**config.mk**
```make
export PLATFORM = sky130hd
export DESIGN_NAME = sort_egress_dispatch
export DESIGN_NICKNAME = d
export VERILOG_FILES = /design/src/rtl/sort_egress_dispatch_pkg.sv /design/src/rtl/egress_fifo.sv /design/src/rtl/sort_egress_dispatch.sv
export SDC_FILE = /design/constraint.sdc
export NUM_CORES = 1
export LEC_CHECK = 0
export CAP_MARGIN = 20
export CORE_AREA = 3 3 170 172
export DETAILED_ROUTE_END_ITERATION = 10
export DIE_AREA = 0 0 173 175
export PLACE_DENSITY = 0.55
export SYNTH_ARGS = -nofsm -noshare
export SYNTH_HDL_FRONTEND = slang
export SYNTH_SLANG_ARGS = --single-unit
```
**constraint.sdc**
```tcl
create_clock -name clk -period 4.6 [get_ports clk]
set_clock_uncertainty 0.05 [all_clocks]
set_input_delay 1.15 -clock clk [delete_from_list [all_inputs] [get_ports clk]]
set_output_delay 1.15 -clock clk [all_outputs]
set_load 0.01 [all_outputs]
```
**src/rtl/sort_egress_dispatch_pkg.sv**
```systemverilog
// sort_egress_dispatch_pkg: shared widths, field offsets and FSM type for the sort network receive end.
// Acts as the shared define set: `PORT_NUB_TOTAL, `DATA_WIDTH and the derived `DST_W, `WIDTH_PORT,
// `WIDTH_OUT, `DST_LSB, `SRC_LSB expressions. Each is overridable from the command line.
// Port word layout, MSB->LSB: {src[DST_W], dst[DST_W], data[DATA_WIDTH]}.
`ifndef PORT_NUB_TOTAL
`define PORT_NUB_TOTAL 4
`endif
`ifndef DATA_WIDTH
`define DATA_WIDTH 8
`endif
`ifndef DST_W
`define DST_W ($clog2(`PORT_NUB_TOTAL))
`endif
`ifndef WIDTH_PORT
`define WIDTH_PORT (2*`DST_W + `DATA_WIDTH)
`endif
`ifndef WIDTH_OUT
`define WIDTH_OUT (`DST_W + `DATA_WIDTH)
`endif
`ifndef DST_LSB
`define DST_LSB (`DATA_WIDTH)
`endif
`ifndef SRC_LSB
`define SRC_LSB (`DST_W + `DATA_WIDTH)
`endif

package sort_egress_dispatch_pkg;
    localparam int PORT_NUB_TOTAL = `PORT_NUB_TOTAL;
    localparam int DATA_W         = `DATA_WIDTH;
    localparam int DST_W          = `DST_W;
    localparam int WIDTH_PORT     = `WIDTH_PORT;
    localparam int WIDTH_OUT      = `WIDTH_OUT;
    localparam int DST_LSB        = `DST_LSB;
    localparam int SRC_LSB        = `SRC_LSB;
    typedef enum logic {S_IDLE, S_DRAIN} state_e;
endpackage

```
**src/rtl/egress_fifo.sv**
```systemverilog
// egress_fifo: per-port egress queue with registered occupancy count.
// Ports: clk, rst (sync, active-high); push/push_data in, full out; pop in, pop_data/empty out.
// pop_data reads as zero while empty.
module egress_fifo #(
    parameter int WIDTH = 8,
    parameter int DEPTH = 4
) (
    input  logic             clk,
    input  logic             rst,
    input  logic             push,
    input  logic [WIDTH-1:0] push_data,
    output logic             full,
    input  logic             pop,
    output logic [WIDTH-1:0] pop_data,
    output logic             empty
);
    localparam int PW = $clog2(DEPTH);
    logic [WIDTH-1:0] mem_q [DEPTH];
    logic [PW-1:0] wr_q, wr_d, rd_q, rd_d;
    logic [PW:0] cnt_q, cnt_d;
    logic do_push, do_pop;
    // full comes from the registered count, so a same-cycle pop never makes room for a push
    assign full     = cnt_q == (PW+1)'(DEPTH);
    assign empty    = cnt_q == '0;
    assign do_push  = push && !full;
    assign do_pop   = pop && !empty;
    assign pop_data = empty ? '0 : mem_q[rd_q];
    always_comb begin
        wr_d  = wr_q + PW'(do_push);
        rd_d  = rd_q + PW'(do_pop);
        cnt_d = cnt_q + (PW+1)'(do_push) - (PW+1)'(do_pop);
    end
    always_ff @(posedge clk) begin
        if (rst) begin
            wr_q  <= '0;
            rd_q  <= '0;
            cnt_q <= '0;
        end else begin
            wr_q  <= wr_d;
            rd_q  <= rd_d;
            cnt_q <= cnt_d;
        end
    end
    always_ff @(posedge clk) begin
        if (do_push && !rst) mem_q[wr_q] <= push_data;
    end
endmodule

```
**src/rtl/sort_egress_dispatch.sv**
```systemverilog
// sort_egress_dispatch: delivers each word of a sorted port vector to the egress FIFO of its dst port.
// Ports: clk, rst (sync, active-high); in_valid/in_mask/in_data/in_ready vector handshake;
// out_valid/out_ready/out_data per-port egress ({src,data}); err_drop pulses when a dst >= PORT_NUB word is dropped.
// Optional macro SORT_EGRESS_STATS_EN adds stat_cnt: one 32-bit pop counter per port.
module sort_egress_dispatch
    import sort_egress_dispatch_pkg::*;
#(
    parameter int PORT_NUB   = PORT_NUB_TOTAL,
    parameter int FIFO_DEPTH = 4
) (
    input  logic                           clk,
    input  logic                           rst,
    input  logic                           in_valid,
    input  logic [PORT_NUB-1:0]            in_mask,
    input  logic [PORT_NUB*WIDTH_PORT-1:0] in_data,
    output logic                           in_ready,
    output logic [PORT_NUB-1:0]            out_valid,
    input  logic [PORT_NUB-1:0]            out_ready,
    output logic [PORT_NUB*WIDTH_OUT-1:0]  out_data,
    output logic                           err_drop
`ifdef SORT_EGRESS_STATS_EN
    ,
    output logic [PORT_NUB*32-1:0]         stat_cnt
`endif
);
    localparam int IDX_W = PORT_NUB > 1 ? $clog2(PORT_NUB) : 1;
    state_e state_q, state_d;
    logic [PORT_NUB*WIDTH_PORT-1:0] vec_q, vec_d;
    logic [PORT_NUB-1:0] pending_q, pending_d, drop, push, full, empty, pop, clr_all;
    logic in_ready_q, in_ready_d, err_drop_q, err_drop_d;
    logic [DST_W-1:0] src [PORT_NUB];
    logic [DST_W-1:0] dst [PORT_NUB];
    logic [DATA_W-1:0] data [PORT_NUB];
    logic [PORT_NUB-1:0] clr [PORT_NUB];

    for (genvar i = 0; i < PORT_NUB; i++) begin : g_slot
        assign src[i]  = vec_q[i*WIDTH_PORT + SRC_LSB +: DST_W];
        assign dst[i]  = vec_q[i*WIDTH_PORT + DST_LSB +: DST_W];
        assign data[i] = vec_q[i*WIDTH_PORT +: DATA_W];
        assign drop[i] = pending_q[i] && 32'(dst[i]) >= PORT_NUB;
    end

    for (genvar p = 0; p < PORT_NUB; p++) begin : g_port
        logic sel_v;
        logic [IDX_W-1:0] sel_i;
        // descending scan so the lowest pending slot aimed at this port wins
        always_comb begin
            sel_v = 1'b0;
            sel_i = '0;
            for (int i = PORT_NUB - 1; i >= 0; i--) begin
                if (pending_q[i] && 32'(dst[i]) == p) begin
                    sel_v = 1'b1;
                    sel_i = IDX_W'(i);
                end
            end
        end
        assign push[p]      = state_q == S_DRAIN && sel_v && !full[p];
        assign clr[p]       = push[p] ? PORT_NUB'(1) << sel_i : '0;
        assign out_valid[p] = !empty[p];
        assign pop[p]       = out_valid[p] && out_ready[p];
        egress_fifo #(.WIDTH(WIDTH_OUT), .DEPTH(FIFO_DEPTH)) u_fifo (
            .clk       (clk),
            .rst       (rst),
            .push      (push[p]),
            .push_data ({src[sel_i], data[sel_i]}),
            .full      (full[p]),
            .pop       (pop[p]),
            .pop_data  (out_data[p*WIDTH_OUT +: WIDTH_OUT]),
            .empty     (empty[p])
        );
`ifdef SORT_EGRESS_STATS_EN
        logic [31:0] stat_q, stat_d;
        assign stat_d = stat_q + 32'(pop[p]);
        always_ff @(posedge clk) stat_q <= rst ? '0 : stat_d;
        assign stat_cnt[p*32 +: 32] = stat_q;
`endif
    end

    always_comb begin
        clr_all = '0;
        for (int i = 0; i < PORT_NUB; i++) clr_all = clr_all | clr[i];
    end

    // in_ready is only high in IDLE, so an accept never overlaps a drain
    always_comb begin
        state_d    = state_q;
        vec_d      = vec_q;
        pending_d  = pending_q;
        in_ready_d = in_ready_q;
        err_drop_d = 1'b0;
        if (state_q == S_IDLE) begin
            if (in_valid) begin
                vec_d      = in_data;
                pending_d  = in_mask;
                state_d    = in_mask != '0 ? S_DRAIN : S_IDLE;
                in_ready_d = in_mask == '0;
            end
        end else begin
            pending_d  = pending_q & ~(clr_all | drop);
            err_drop_d = |drop;
            if (pending_d == '0) begin
                state_d    = S_IDLE;
                in_ready_d = 1'b1;
            end
        end
    end

    always_ff @(posedge clk) begin
        if (rst) begin
            state_q    <= S_IDLE;
            vec_q      <= '0;
            pending_q  <= '0;
            in_ready_q <= 1'b1;
            err_drop_q <= 1'b0;
        end else begin
            state_q    <= state_d;
            vec_q      <= vec_d;
            pending_q  <= pending_d;
            in_ready_q <= in_ready_d;
            err_drop_q <= err_drop_d;
        end
    end

    assign in_ready = in_ready_q;
    assign err_drop = err_drop_q;
endmodule
```
; Word level (Yosys, flattened, before mapping)
; Memories as Yosys holds them, arrays and structs flattened. A register that Yosys moved wholly into a read port is not among the register bits.
; Cells that the tools add are included.
[classes]
addsub = 16
order_cmp = 4
eq_ne = 17
n_shift = 4
mux = 85
bitwise_logic = 10
reduce_logical = 63
[op_table]
columns = cell, count
row1 = binary-select mux 8 bit (select 2 bit), 4
row2 = 2-to-1 mux 8 bit, 8
row3 = 2-to-1 mux 2 bit, 28
row4 = logical AND 1 bit, 40
row5 = 2-to-1 mux 10 bit, 4
row6 = 2-to-1 mux 1 bit, 31
row7 = 2-to-1 mux 4 bit, 6
row8 = adder 2 x 1 -> 2 bit, 8
row9 = binary-select mux 2 bit (select 2 bit), 4
row10 = equality test 2 bit (second input constant), 8
row11 = left shift 1 x 2 -> 4 bit (first input constant), 4
row12 = adder 3 x 1 -> 3 bit, 4
row13 = equality test 3 bit (second input constant), 4
row14 = >= comparator 3 bit (second input constant), 4
row15 = logical NOT 3 bit, 4
row16 = NOT 2 -> 3 bit, 4
row17 = OR 4 bit, 3
row18 = subtractor 3 x 1 -> 3 bit, 4
row19 = logical NOT 1 bit, 9
row20 = equality test 2 x 1 -> 1 bit (second input constant), 4
row21 = logical NOT 2 bit, 4
row22 = logical NOT 4 bit, 2
row23 = AND 4 bit, 1
row24 = NOT 4 bit, 1
row25 = 5 further kinds, 6
[totals]
register_bits = 82
ram_bits = 160
output_inout_bits = 46
mem_count = 4
[memory_table]
columns = memory, words, word_bits, rd, rd_clocked_by_memory_dff, write_ports, line
row1 = g_port[0].u_fifo.mem_q, 4, 10, 1, 1, 1, egress_fifo.sv:18  ; logic [WIDTH-1:0] mem_q [DEPTH];
row2 = g_port[1].u_fifo.mem_q, 4, 10, 1, 1, 1, egress_fifo.sv:18
row3 = g_port[2].u_fifo.mem_q, 4, 10, 1, 1, 1, egress_fifo.sv:18
row4 = g_port[3].u_fifo.mem_q, 4, 10, 1, 1, 1, egress_fifo.sv:18

; Longest topological paths before layout
[logic_depth]
word_depth = 17
mapped_depth = 10
ltp_nobuf = 9

; Hierarchy
; Synthesis repeated with hierarchy kept, for this count alone.
[unflattened]
cells_unflattened = 877
hier_area_um2 = 11169.5
[by_module_without_submodules]
columns = mod, instances, cells_per_inst, area_per_inst_um2, seq_area_each_um2
row1 = egress_fifo, 4, 102, 1954.4, 1341.3
row2 = sort_egress_dispatch, 1, 469, 3352.0, 1081.0

; Worst setup path before layout
; OpenSTA, ideal clock, no wires.
[synth_timing]
kind = input port to flip-flop
start = input rst
end = memory g_port[2].u_fifo.mem_q[1][0] (netlist name) (enable)
setup_ns = 0.407
arrival_time_ns = 2.702
slack_ns = 1.441
cell_stages = 3
cell_sequence = clkbuf_1 > clkbuf_1 > nor4b_1
[synth_between]
elab_chain_len = 4
[synth_lines]
columns = element, line
row1 = start: declaration, sort_egress_dispatch.sv:12  ; input logic rst,
row2 = logical NOT 1 bit, egress_fifo.sv:45  ; if (do_push && !rst) mem_q[wr_q] <= push_data;
row3 = logical AND 1 bit, egress_fifo.sv:45
row4 = 2-to-1 mux 1 bit, egress_fifo.sv:45
row5 = 2-to-1 mux 1 bit (not written as such), egress_fifo.sv:45
row6 = end: declaration, egress_fifo.sv:18
; Every way passes these cells.

==> results.json <==
{
  "outcome": "complete, no violations",
  "reg2reg_from": "vec_q[33]",
  "grt_max_degree": 51,
  "cts.clk_slew.worst_paths_ps": 60,
  "timing.fmax_ghz": 0.270,
  "worst-path-buf-inv": 1,
  "drc": 0,
  "cp-startpoint": "g_port[0].u_fifo.rd_q[0]",
  "cp-end-kind": "output port",
  "regToRegSetupSlack_ps": 1580,
  "ys_ff_latch": 242,
  "critical_path_class": "register to output port",
  "postRouteAntennaNets": 0,
  "required_ps": 3400,
  "cts_hold_buffers": 0,
  "drv_slew": 0,
  "powerDensity_nw_per_um2": 488,
  "diodes": 0,
  "crit_arrival_ps": 2510,
  "finalPower_mw": 6.50,
  "fin_util": 0.482,
  "maxSlewHeadroom": 0.309,
  "die_w_um": 173,
  "slowest_delay_ps": 770,
  "wl_per_cell_um": 18.9,
  "layout-drive-gt1-share": 0.115,
  "peakVddDrop_v": 0.000267,
  "vias_per_cell": 5.19,
  "avgSynthCellArea_um2": 12.2,
  "grt_overflow": 0,
  "max_cap_viol_count": 0,
  "synth_enable_flop_cells": 160,
  "crit_family": "flip-flops",
  "htree_levels": 1,
  "fin_cells": 1391,
  "clkLatencyLatePin_ps": 530,
  "cts_setup_buffers": 0,
  "synth_fp_nets": 981,
  "async_flop_share": 0,
  "cts.sinks": 242,
  "hold_ws_ps": 459,
  "grt_pass1_wl_um": 40500,
  "crit_slowest_cell": "dfxtp_1",
  "start_kind": "register",
  "vias": 7218,
  "netlist_instances": 902,
  "min_period_ps": 3710,
  "routed_wl_um": 26300,
  "dpl.hpwl_um": 18500,
  "yosysWarningCount": 0,
  "worstHoldPathType": "register to register",
  "power_leakage_nw": 4.59,
  "placed_cell_area_um2": 12400,
  "endpoint": "out_data[3]",
  "fin_ws_ps": 891,
  "final_net_count": 1072,
  "gp_congestion": 0.776,
  "port_buffers": 103,
  "seq_area_frac_synth": 0.587,
  "r2r_cells": 6,
  "die_area_um2": 30300,
  "timing.rr.end": "g_port[0].u_fifo.mem_q[1][5]",
  "drt_first_pass_iters": 6,
  "period_share": 0.806,
  "cts_resized": 0,
  "rows": 61,
  "floorplan.initialDensity": 0.398,
  "crit_chain": "mux4_2 > nor2b_1 > clkdlybuf4s50_1",
  "cp_max_fo": 11,
  "synthDistinctLibCells": 53,
  "io_pins": 105,
  "rsz0062_at_grt": "false",
  "hold_violations": 0,
  "root_buffer": "clkbuf_16",
  "final_area_um2": 13300,
  "pre_cts_ws_ps": 1360,
  "synth_flop_cell": "edfxtp_1",
  "drt-initial-drc-count": 517,
  "area_delta_synth_final_pct": 21.2,
  "grt_use_total": 0.170,
  "cts-buffers-inserted": 26,
  "syn_area_um2": 11000,
  "grt_antenna_before_repair": 0,
  "cts_tree": "built",
  "dp.cells": 1343,
  "coreArea_um2": 27600,
  "clockBufferDepth": 3,
  "grt_pass1_vias": 6961,
  "crit_cells": 3,
  "die_h_um": 175,
  "fin_setup_tns_ps": 0,
  "setup_viol": 0,
  "tightest_slew_ps": 1030
}
[sequential cells by signal (all words and copies together) (netlist names)]
signal and cells:
state_q 1, in_ready 1, g_port.u_fifo.cnt_q 12, g_port.u_fifo.wr_q 8, g_port.u_fifo.rd_q 8, pending_q 4, g_port.u_fifo.mem_q 160, vec_q 48
[worst min-delay path by stage]
stage               startpoint        end  cells after the start
global placement     vec_q[13]  vec_q[13]                      2
global route         vec_q[44]  vec_q[44]                      2
detailed placement   vec_q[13]  vec_q[13]                      2
CTS                  vec_q[44]  vec_q[44]                      2
finish               vec_q[44]  vec_q[44]                      2
floorplan            vec_q[12]  vec_q[12]                      2
[layout by cell type (no fill, tap or decap), types with 4 or more instances in the layout]
| cell | Yosys | routed |
|---|---|---|
| dfxtp_1 | 82 | 82 |
| a31oi_1 | 11 | 11 |
| mux4_2 | 40 | 40 |
| mux2i_1 | 25 | 25 |
| clkinv_1 | 0 | 6 |
| fa_1 | 4 | 4 |
| nor2b_1 | 82 | 81 |
| xnor2_1 | 16 | 16 |
| clkbuf_16 | 0 | 27 |
| nor3_1 | 6 | 5 |
| or3b_1 | 6 | 6 |
| nand4_1 | 4 | 4 |
| ha_1 | 16 | 16 |
| and3_1 | 6 | 6 |
| o21ai_0 | 7 | 6 |
| nor4_2 | 0 | 4 |
| nand2_1 | 150 | 150 |
| buf_4 | 1 | 19 |
| edfxtp_1 | 160 | 160 |
| bufinv_16 | 0 | 4 |
| nor2_1 | 31 | 31 |
| clkdlybuf4s50_1 | 0 | 102 |
| inv_1 | 24 | 24 |
| a211oi_1 | 31 | 31 |
| a21oi_1 | 70 | 69 |
| and2_1 | 13 | 13 |
| a222oi_1 | 10 | 10 |
| nor4b_2 | 1 | 4 |
| nand3_1 | 5 | 5 |
| nand3b_1 | 7 | 7 |
[worst register-to-register path: stages (launching register included)]
cell,delay [ps]
dfxtp_1,460
or3b_1,190
or3b_1,400
a21oi_2,780
buf_4,340
mux2i_1,110
a21oi_1,430
[cells in the mapped netlist (2+ instances only)]
library cell	number	share of area
edfxtp_1	160	0.44
nand2_1	150	0.051
dfxtp_1	82	0.15
nor2b_1	82	0.047
a21oi_1	70	0.032
mux4_2	40	0.082
clkbuf_1	39	0.013
a211oi_1	31	0.021
nor2_1	31	0.011
mux2i_1	25	0.023
inv_1	24	0.0082
ha_1	16	0.018
xnor2_1	16	0.013
and2_1	13	0.0074
buf_2	12	0.0055
a31oi_1	11	0.0063
a222oi_1	10	0.0091
nand3b_1	7	0.0048
o21ai_0	7	0.0032
and3_1	6	0.0034
nor3_1	6	0.0027
or3b_1	6	0.0048
nand3_1	5	0.0023
nor4_1	5	0.0028
fa_1	4	0.0073
nand4_1	4	0.0023
buf_1	3	0.0010
nor3b_1	3	0.0020
nor4b_1	3	0.0024
and2b_1	2	0.0014
and3b_1	2	0.0016
buf_6	2	0.0020
nand2b_1	2	0.0011
o211ai_1	2	0.0014
o21a_1	2	0.0014
o311ai_1	2	0.0016
[power breakdown]
part	switching [mW]	leakage (nW)	internal (mW)
sequential	0.208	2.14	2.45
clock	0.832	0.440	1.34
combinational	0.715	2.01	0.957
total	1.76	4.59	4.75
[final cells by class]
type	count	area, um2
Inverter	24	90.1
Multi-Input combinational cell	578	4250
Clock buffer	33	728
Tap cell	378	473
Clock inverter	15	174
Fill cell	2556	14300
Timing Repair Buffer	121	1160
Sequential cell	242	6450
[logic make-up (layout without fill, tap and decap cells)]
logic type	count (synthesis)	count (layout)	synth area share
and+or+nand+nor	331	331	0.151
DFF	242	242	0.587
AOI/OAI and AO/OA	145	145	0.0862
buffers and inverters	82	193	0.0326
muxes	65	65	0.105
adders and majority gates	20	20	0.0255
xor gates and xnor gates	16	16	0.0128
other	1	1	0.000341
[layer usage]
layer	up-vias	track usage	share of wire
met5	-	0	0
met4	0	0.0365	0.015
met3	28	0.0226	0.051
met2	195	0.266	0.46
met1	3524	0.254	0.48
li1	3471	-	-
No activity file was read; power rests on OpenSTA's default activity.
